--- config.mk ---
export PLATFORM = sky130hd
export DESIGN_NAME = rv64if_mem_arbiter
export DESIGN_NICKNAME = d
export VERILOG_FILES = /design/src/rtl/rv64if_mem_arbiter.sv
export SDC_FILE = /design/constraint.sdc
export NUM_CORES = 1
export LEC_CHECK = 0
export CAP_MARGIN = 40
export CORE_AREA = 2 2 192 194
export DETAILED_ROUTE_END_ITERATION = 8
export DIE_AREA = 0 0 194 196
export PLACE_DENSITY = 0.57
export SLEW_MARGIN = 0
export SYNTH_ARGS = -nofsm -noshare
export SYNTH_HDL_FRONTEND = slang
export SYNTH_SLANG_ARGS = --single-unit
--- constraint.sdc ---
create_clock -name in_Clk -period 2.24 [get_ports in_Clk]
set_clock_uncertainty 0.2 [all_clocks]
set_input_delay 0.448 -clock in_Clk [delete_from_list [all_inputs] [get_ports in_Clk]]
set_output_delay 0.448 -clock in_Clk [all_outputs]
set_load 0.05 [all_outputs]
--- src/rtl/rv64if_mem_arbiter.sv ---
// rv64if_mem_arbiter
// Shares one single-ported 64-bit unified memory between the RV64IF fetch
// path and the load/store path. Only one transaction is in flight at a time.
// A grant is issued from IDLE. The owner's request is then held on the memory
// port until in_mem_ready, and a one-cycle rvalid pulse returns the result.
// Optional feature: define RV64IF_ARB_FAIRNESS_EN to build a starvation
// counter. It forces a fetch grant after STARVE_MAX consecutive data grants
// made while fetch was waiting. Without the macro, data has strict priority.
module rv64if_mem_arbiter #(
  parameter int unsigned STARVE_MAX = 4
) (
  input  logic        in_Clk,
  input  logic        in_Rst,
  input  logic        in_if_req,
  input  logic [63:0] in_if_addr,
  output logic        out_if_gnt,
  output logic        out_if_rvalid,
  output logic [31:0] out_if_rdata,
  input  logic        in_dm_req,
  input  logic        in_dm_we,
  input  logic [63:0] in_dm_addr,
  input  logic [63:0] in_dm_wdata,
  output logic        out_dm_gnt,
  output logic        out_dm_rvalid,
  output logic [63:0] out_dm_rdata,
  output logic        out_mem_req,
  output logic        out_mem_we,
  output logic [63:0] out_mem_addr,
  output logic [63:0] out_mem_wdata,
  input  logic        in_mem_ready,
  input  logic [63:0] in_mem_rdata,
  output logic        out_stall
);

  localparam logic [1:0] IDLE    = 2'd0;
  localparam logic [1:0] IF_BUSY = 2'd1;
  localparam logic [1:0] DM_BUSY = 2'd2;

  // Memory accesses are doubleword aligned.
  localparam logic [63:0] ADDR_MASK = ~64'h7;

  // Reject out-of-range fairness limits at elaboration.
  if (STARVE_MAX < 1 || STARVE_MAX > 15) begin : g_starve_max_range
    $error("rv64if_mem_arbiter: STARVE_MAX must be in 1..15");
  end

  logic [1:0]  state;
  logic [63:0] lat_addr;
  logic        lat_we;
  logic [63:0] lat_wdata;
  logic        if_rvalid;
  logic        dm_rvalid;
  logic [31:0] if_rdata;
  logic [63:0] dm_rdata;
  logic        busy;
  logic        if_win;
  logic        dm_win;
  logic        force_if;

`ifdef RV64IF_ARB_FAIRNESS_EN
  logic [3:0] starve_cnt;

  assign force_if = (starve_cnt == 4'(STARVE_MAX));

  // Count data grants that kept a waiting fetch out. Clear the count once
  // fetch is served or stops asking.
  always_ff @(posedge in_Clk) begin
    if (in_Rst) begin
      starve_cnt <= '0;
    end else if (if_win) begin
      starve_cnt <= '0;
    end else if (dm_win && in_if_req) begin
      starve_cnt <= starve_cnt + 4'd1;
    end else if (state == IDLE && !in_if_req) begin
      starve_cnt <= '0;
    end
  end
`else
  assign force_if = 1'b0;
`endif

  assign busy = (state == IF_BUSY) || (state == DM_BUSY);

  // Pick the winner in IDLE: data first, unless fairness forces fetch.
  // NOTE: every always_comb output gets a default first so no latch is inferred.
  always_comb begin
    if_win = 1'b0;
    dm_win = 1'b0;
    if (state == IDLE && !in_Rst) begin
      if (in_if_req && (!in_dm_req || force_if)) begin
        if_win = 1'b1;
      end else if (in_dm_req) begin
        dm_win = 1'b1;
      end
    end
  end

  assign out_if_gnt    = if_win;
  assign out_dm_gnt    = dm_win;
  assign out_stall     = (in_if_req & ~out_if_gnt) | (in_dm_req & ~out_dm_gnt);
  assign out_mem_req   = busy;
  assign out_mem_we    = busy & lat_we;
  assign out_mem_addr  = busy ? (lat_addr & ADDR_MASK) : '0;
  assign out_mem_wdata = busy ? lat_wdata : '0;
  assign out_if_rvalid = if_rvalid;
  assign out_dm_rvalid = dm_rvalid;
  assign out_if_rdata  = if_rdata;
  assign out_dm_rdata  = dm_rdata;

  // Sequence grant -> busy -> completion, and capture the owner's read data.
  // NOTE: sequential state uses non-blocking assignments so every register
  // samples pre-edge values regardless of statement order.
  always_ff @(posedge in_Clk) begin
    if (in_Rst) begin
      // NOTE: the read-data holding registers are ordinary flops, not a RAM,
      // so they are reset to give the core a defined value after reset.
      state     <= IDLE;
      lat_addr  <= '0;
      lat_we    <= 1'b0;
      lat_wdata <= '0;
      if_rvalid <= 1'b0;
      dm_rvalid <= 1'b0;
      if_rdata  <= '0;
      dm_rdata  <= '0;
    end else begin
      if_rvalid <= 1'b0;
      dm_rvalid <= 1'b0;
      case (state)
        IDLE: begin
          if (if_win) begin
            state     <= IF_BUSY;
            lat_addr  <= in_if_addr;
            lat_we    <= 1'b0;
            lat_wdata <= '0;
          end else if (dm_win) begin
            state     <= DM_BUSY;
            lat_addr  <= in_dm_addr;
            lat_we    <= in_dm_we;
            lat_wdata <= in_dm_wdata;
          end
        end
        IF_BUSY: begin
          if (in_mem_ready) begin
            if_rdata  <= lat_addr[2] ? in_mem_rdata[63:32] : in_mem_rdata[31:0];
            if_rvalid <= 1'b1;
            state     <= IDLE;
          end
        end
        DM_BUSY: begin
          if (in_mem_ready) begin
            if (!lat_we) begin
              dm_rdata <= in_mem_rdata;
            end
            dm_rvalid <= 1'b1;
            state     <= IDLE;
          end
        end
        default: state <= IDLE;
      endcase
    end
  end

endmodule

==> Yosys cells after proc, flatten, opt, wreduce, memory -nomap -nowiden <==
Cells that the tools add are included.
{ "word_totals": {"regBits": 229, "in_bits": 262, "out_inout_bits": 231, "word_cells": 54} }
{ "op_classes": {"n_eq_ne": 4, "muxes": 19, "bitwise_logic": 9, "n_reduce_logical": 14} }
{ "op_table": {"columns": ["cell", "n"], "rows": [
  ["2-to-1 mux 64 bit", 6],
  ["2-to-1 mux 32 bit", 1],
  ["2-to-1 mux 1 bit", 8],
  ["2-to-1 mux 2 bit", 3],
  ["AND reduction 2 bit", 3],
  ["OR reduction 2 bit", 3],
  ["NOT 1 bit", 5],
  ["one-hot mux 2 bit (2 select lines)", 1],
  ["AND 1 bit", 3],
  ["!= test 3 bit, second input constant", 1],
  ["AND reduction 3 bit", 1],
  ["equality test 2 x 1 -> 1 bit, second input constant", 1],
  ["equality test 2 bit, second input constant", 1],
  ["logical AND 1 bit", 2],
  ["logical NOT 1 bit", 2],
  ["logical NOT 2 bit", 1],
  ["!= test 2 x 1 -> 1 bit, second input constant", 1],
  ["nonzero test 2 bit", 1],
  ["logical OR 1 bit", 1],
  ["bitwise OR 1 bit", 1]
]} }

==> Logic depth before layout (Yosys ltp) <==
{ "depth": {"depth_word": 7, "depth_mapped": 8, "mapped_depth_nobuf": 6} }

==> Worst setup path after synthesis <==
No wires, ideal clock.
{ "synth_timing": {"kind": "reg-to-output", "startpoint": "register state[0]", "endpoint": "output port out_mem_wdata[23]", "arrival_time_ns": 2.101, "required_time_ns": 1.592, "setup_slack_ns": -0.509, "stages_incl_launch_ff": 7, "path_buffers": 3, "path_cell_list": "dfxtp_1 inv_1 ha_1 buf_2 buf_1 clkbuf_1 and2_1"} }
{ "synth_between": {"elab_chain_cells": 3, "word_cells_on_any_way": 4, "cone_classes": "eq/ne: 2; mux: 1; reduce/logical: 1"} }
{ "synth_lines": {"columns": ["element", "line_no", "text"], "rows": [
  ["start, declared", "47", "logic [1:0] state;"],
  ["start signal, assigned", "117", "state <= IDLE;"],
  ["start signal, assigned", "131", "state <= IF_BUSY;"],
  ["start signal, assigned", "136", "state <= DM_BUSY;"],
  ["equality test 2 x 1 -> 1 bit or equality test 2 bit (tied branches)", "82", "assign busy = (state == IF_BUSY) || (state == DM_BUSY);"],
  ["logical OR 1 bit (*)", "82", null],
  ["named net out_mem_req", "26", "output logic out_mem_req,"],
  ["2-to-1 mux 64 bit (*)", "104", "assign out_mem_wdata = busy ? lat_wdata : '0;"],
  ["end, declared", "29", "output logic [63:0] out_mem_wdata,"]
]} }
The timed path passes the listed nets; every way through them passes the cells marked *.

==> Worst setup path after layout <==
{ "layout_timing": {"startpoint": "register state[0]", "endpoint": "output port out_mem_wdata[6]"} }
{ "layout_between": {"elab_chain_cells": 3, "word_cells_on_any_way": 4, "cone_classes": "eq/ne: 2; mux: 1; reduce/logical: 1"} }
{ "layout_lines": {"columns": ["element", "line_no"], "rows": [
  ["equality test 2 x 1 -> 1 bit or equality test 2 bit (tied branches)", "82"],
  ["logical OR 1 bit (*)", "82"],
  ["2-to-1 mux 64 bit (*)", "104"]
]} }
Every way passes the cells marked *; elsewhere a longest branch is shown, timed or not.

==> results list <==
- Dividing the final minimum period by the clock period gives 1.14.
* Die area: 38000 um2
* Number of enable flip-flop cells after synthesis: 0
- Final critical-path required period: 2560 ps
- The path class of the tightest hold or removal check is input pin to register.
* Worst relative slew slack: 0.627
- Worst-path fanout max: 6
- At the end of the flow the core is filled with cells to 0.487.
- Combined buffer and inverter count along the critical path: 5
- Of the total synthesized cell area, the portion taken by full adders, half adders and majority gates is 0.00519.
- Hold buffer count at CTS: 0
- Root cell of the clock tree: clkbuf_16
- After detailed routing, the average wire length per cell comes to 18.7 um.
* Outcome: complete, but fails checks
* IR drop worst, VDD: 0.692 mV
* Antenna Nets Post-Route: 0
* Required time reported for the critical path endpoint: 1590 ps
- Vias per inst: 4.57
- Simple-gate share of the synthesized area: 0.281
* Commonest cells after routing, fill and taps aside: clkdlybuf4s50_1 (256), dfxtp_1 (224), nor2_1 (216)
* Maximum clock path buffer count: 3
- Routability congestion estimate from global placement: 0.837
- For this run, the leading register cell type out of synthesis is dfxtp_1.
* XOR/XNOR share of the synthesized area: 0
* Met2 usage in global routing: 0.329
- Endpoint arrival time on the critical path: 1910 ps
- TritonCTS built the clock tree.
* Max frequency: 0.391 GHz
- Unrepaired setup endpoints after global routing: yes
* Total number of placement rows: 70
* Total area of multi-input combinational cells: 4460 um2
* Initial cell density of the core: 0.254
* Synthesized instance count: 1076
* Setup crit start kind: register
- Maximum level of the CTS H-tree: 1
* Number of pins with negative max-slew slack in the final report: 0
- In this run, CTS created clock tree buffers numbering 27.
- Counting the fill cells in the layout gives 3420.
* Ratio of total power to cell area: 763 nW/um2
- In this run the static leakage power is 7.28 nW.
- Clock slew at the register clock pins of the worst setup and hold paths: 60 ps
- Vias: 9395
- For the pin with the worst max-slew slack, the measured transition is 562 ps.
- The share of the Yosys chip area taken by registers is 0.496.
- I/O pin count: 493
- Yosys warnings: 0
* Number of nets in the final layout: 1826
- In this run, distinct cell masters in the synthesized netlist total 30.
- Global-route met3 utilization: 0.0462
- From bottom edge to top edge, the die measures 196 um.
- For this run, asynchronously set or reset flops after synthesis account for 0.
* Critical Path End Type: primary output
- At the later pin of the worst-skew pair, clock insertion delay measures 530 ps.
- Signed area change from the synthesized netlist to the final layout: 92.0%
- From left edge to right edge, the die measures 194 um.
- Final setup violation count: 129
* Detailed placement HPWL: 26.7 mm
- Once layout is complete, the cells apart from fillers number 2054.
- By area, the combinational part of the netlist is dominated by simple AND/OR/NAND/NOR gates.
- Average cell area after synthesis: 8.51 um2
* Maximum number of pins on one net before global-route repair: 97
- Congestion Overflow GR: 0
* Iteration count of the initial detailed-routing pass: 4
* Core Area: 36100 um2
- After layout, the worst setup slack is -318 ps.
* Initial antenna violation count: 5
- In this run, the number of DRC markers left after iteration 0 of detailed routing was 339.
- Most common library cell in the layout ignoring fill and taps: clkdlybuf4s50_1
- Area fraction in compound gates after synthesis: 0.128
- The number of placed instances, taps included, is 1971.
* Max-Cap Viols: 0
* Most Used Layer, Global Route: met2
- Of the cells placed in the final design, the portion with a size suffix greater than 1 is 0.257.
* GRT met1 Usage: 0.230
- The sequential cells in the finished layout cover a total of 4550 um2.
* Post-Synthesis Cell Area: 9160 um2
- GRT Util Overall: 0.190
- The largest individual stage delay along the critical path comes from the cell dfxtp_2.
- Vias in the first global route: 9442
- Largest stage delay, worst path: 340 ps
- Count of clock tree sinks: 227
- For this block, the routed nets add up to 38.3 mm of wire.
- Multiplexer share of the synthesized area: 0.0350
- Gate family responsible for the most delay along the worst path: buffers and inverters
* Cells traversed along the worst timing path: inv_2, ha_4, buf_4, buf_8, clkbuf_16, and2_4, buf_12
- Number of buffers added on ports: 485
* Final count of hold timing violations: 0
- Setup CP Type: register to primary output
* Wire length of the first global-routing pass: 57.1 mm
- The final reports fail on setup timing.
- For this run, design rule violations remaining after detail routing come to 0.
* Number of synthesized register bits: 227
-- synth_stat cells, types with 2 or more instances --
library cell  count  area share
inv_1             3      0.0012
buf_4            14       0.011
dfxtp_1         227        0.50
nor2_1          216       0.089
a22o_1           65       0.062
nor4_1           60       0.041
clkbuf_1         42       0.017
nand2_1         131       0.054
buf_6             6      0.0074
ha_1              3      0.0041
buf_1             8      0.0033
a21oi_1          66       0.036
and3b_1           2      0.0019
and2_1          127       0.087
a211oi_1         33       0.027
nand2b_1          4      0.0027
buf_2            25       0.014
mux2i_1          32       0.035
-- layer usage --
layer / vias up / share of wire
met5: - / 0
met4: 0 / 0.028
met3: 62 / 0.071
met2: 334 / 0.49
met1: 4410 / 0.41
li1: 4589 / -
-- worst register-to-register path, cell delays in order (launching register included) --
cell and delay [ps]:
dfxtp_2 340, inv_2 50, ha_4 170, buf_12 120
buf_4 130, buf_4 140, o21a_2 130, buf_12 150
nor2_4 140, buf_12 220, a22o_1 170
-- report_power, final --
group | internal [W] | total [W] | switching, W
Clock | 0.00291 | 0.00471 | 0.00180
Combinational | 0.00205 | 0.00416 | 0.00211
Sequential | 0.00437 | 0.00453 | 0.000163
-- final timing paths --
check,depth (start not counted),end,slack (ps),startpoint
setup / recovery,7,out_mem_wdata[6],-320,state[0]$_SDFFE_PP0P_
hold / removal,3,out_dm_rvalid$_SDFF_PP0_,230,in_Rst
setup reg to reg,10,lat_wdata[12]$_SDFFE_PP0P_,230,state[0]$_SDFFE_PP0P_
hold reg to reg,2,out_dm_rdata[59]$_SDFFE_PP0P_,250,out_dm_rdata[59]$_SDFFE_PP0P_
-- logic make-up (layout without fill, tap and decap cells) --
logic type,after synthesis,in the layout
AOI/OAI and AO/OA,167,167
muxes,32,32
buffers and inverters,98,601
and+or+nand+nor,547,547
other,1,8
DFF,227,227
adders and majority gates,4,4
-- flip-flops by register name, indices dropped and copies added, names as in the netlist --
signal	count
out_if_rvalid	1
lat_addr	62
lat_wdata	64
lat_we	1
out_dm_rvalid	1
out_if_rdata	32
out_dm_rdata	64
state	2
-- final cells by class --
class	count	area share
Timing Repair Buffer	549	0.398
Sequential cell	227	0.259
Multi-Input combinational cell	753	0.254
Clock buffer	40	0.0475
Tap cell	468	0.0333
Clock inverter	9	0.00719
Antenna cell	5	0.000712
Inverter	3	0.000641
-- per-stage QoR --
stage / setup TNS (ps) / power, W / setup WS [ps] / hold WS (ps) / area, um2
floorplan: 0 / 0.00650 / 12.4 / 234 / 9380
global placement: -319 / 0.00828 / -45.3 / 242 / 16100
finish: -35460 / 0.0134 / -318 / 232 / 17600
detailed placement: -791 / 0.00831 / -98.1 / 247 / 16100
CTS: -39640 / 0.0135 / -363 / 251 / 17400
global route: -45270 / 0.0140 / -394 / 271 / 17600
-- timing repair --
action / CTS / global route
setup endpoints to repair: 203 / 130
endpoints found under the hold margin: 0 / 0
pin swaps: 15 / 29
gates cloned: 7 / 4
buffers inserted: 15 / 3
resized for setup: 170 / 2
No activity file was read; power rests on OpenSTA's default activity.
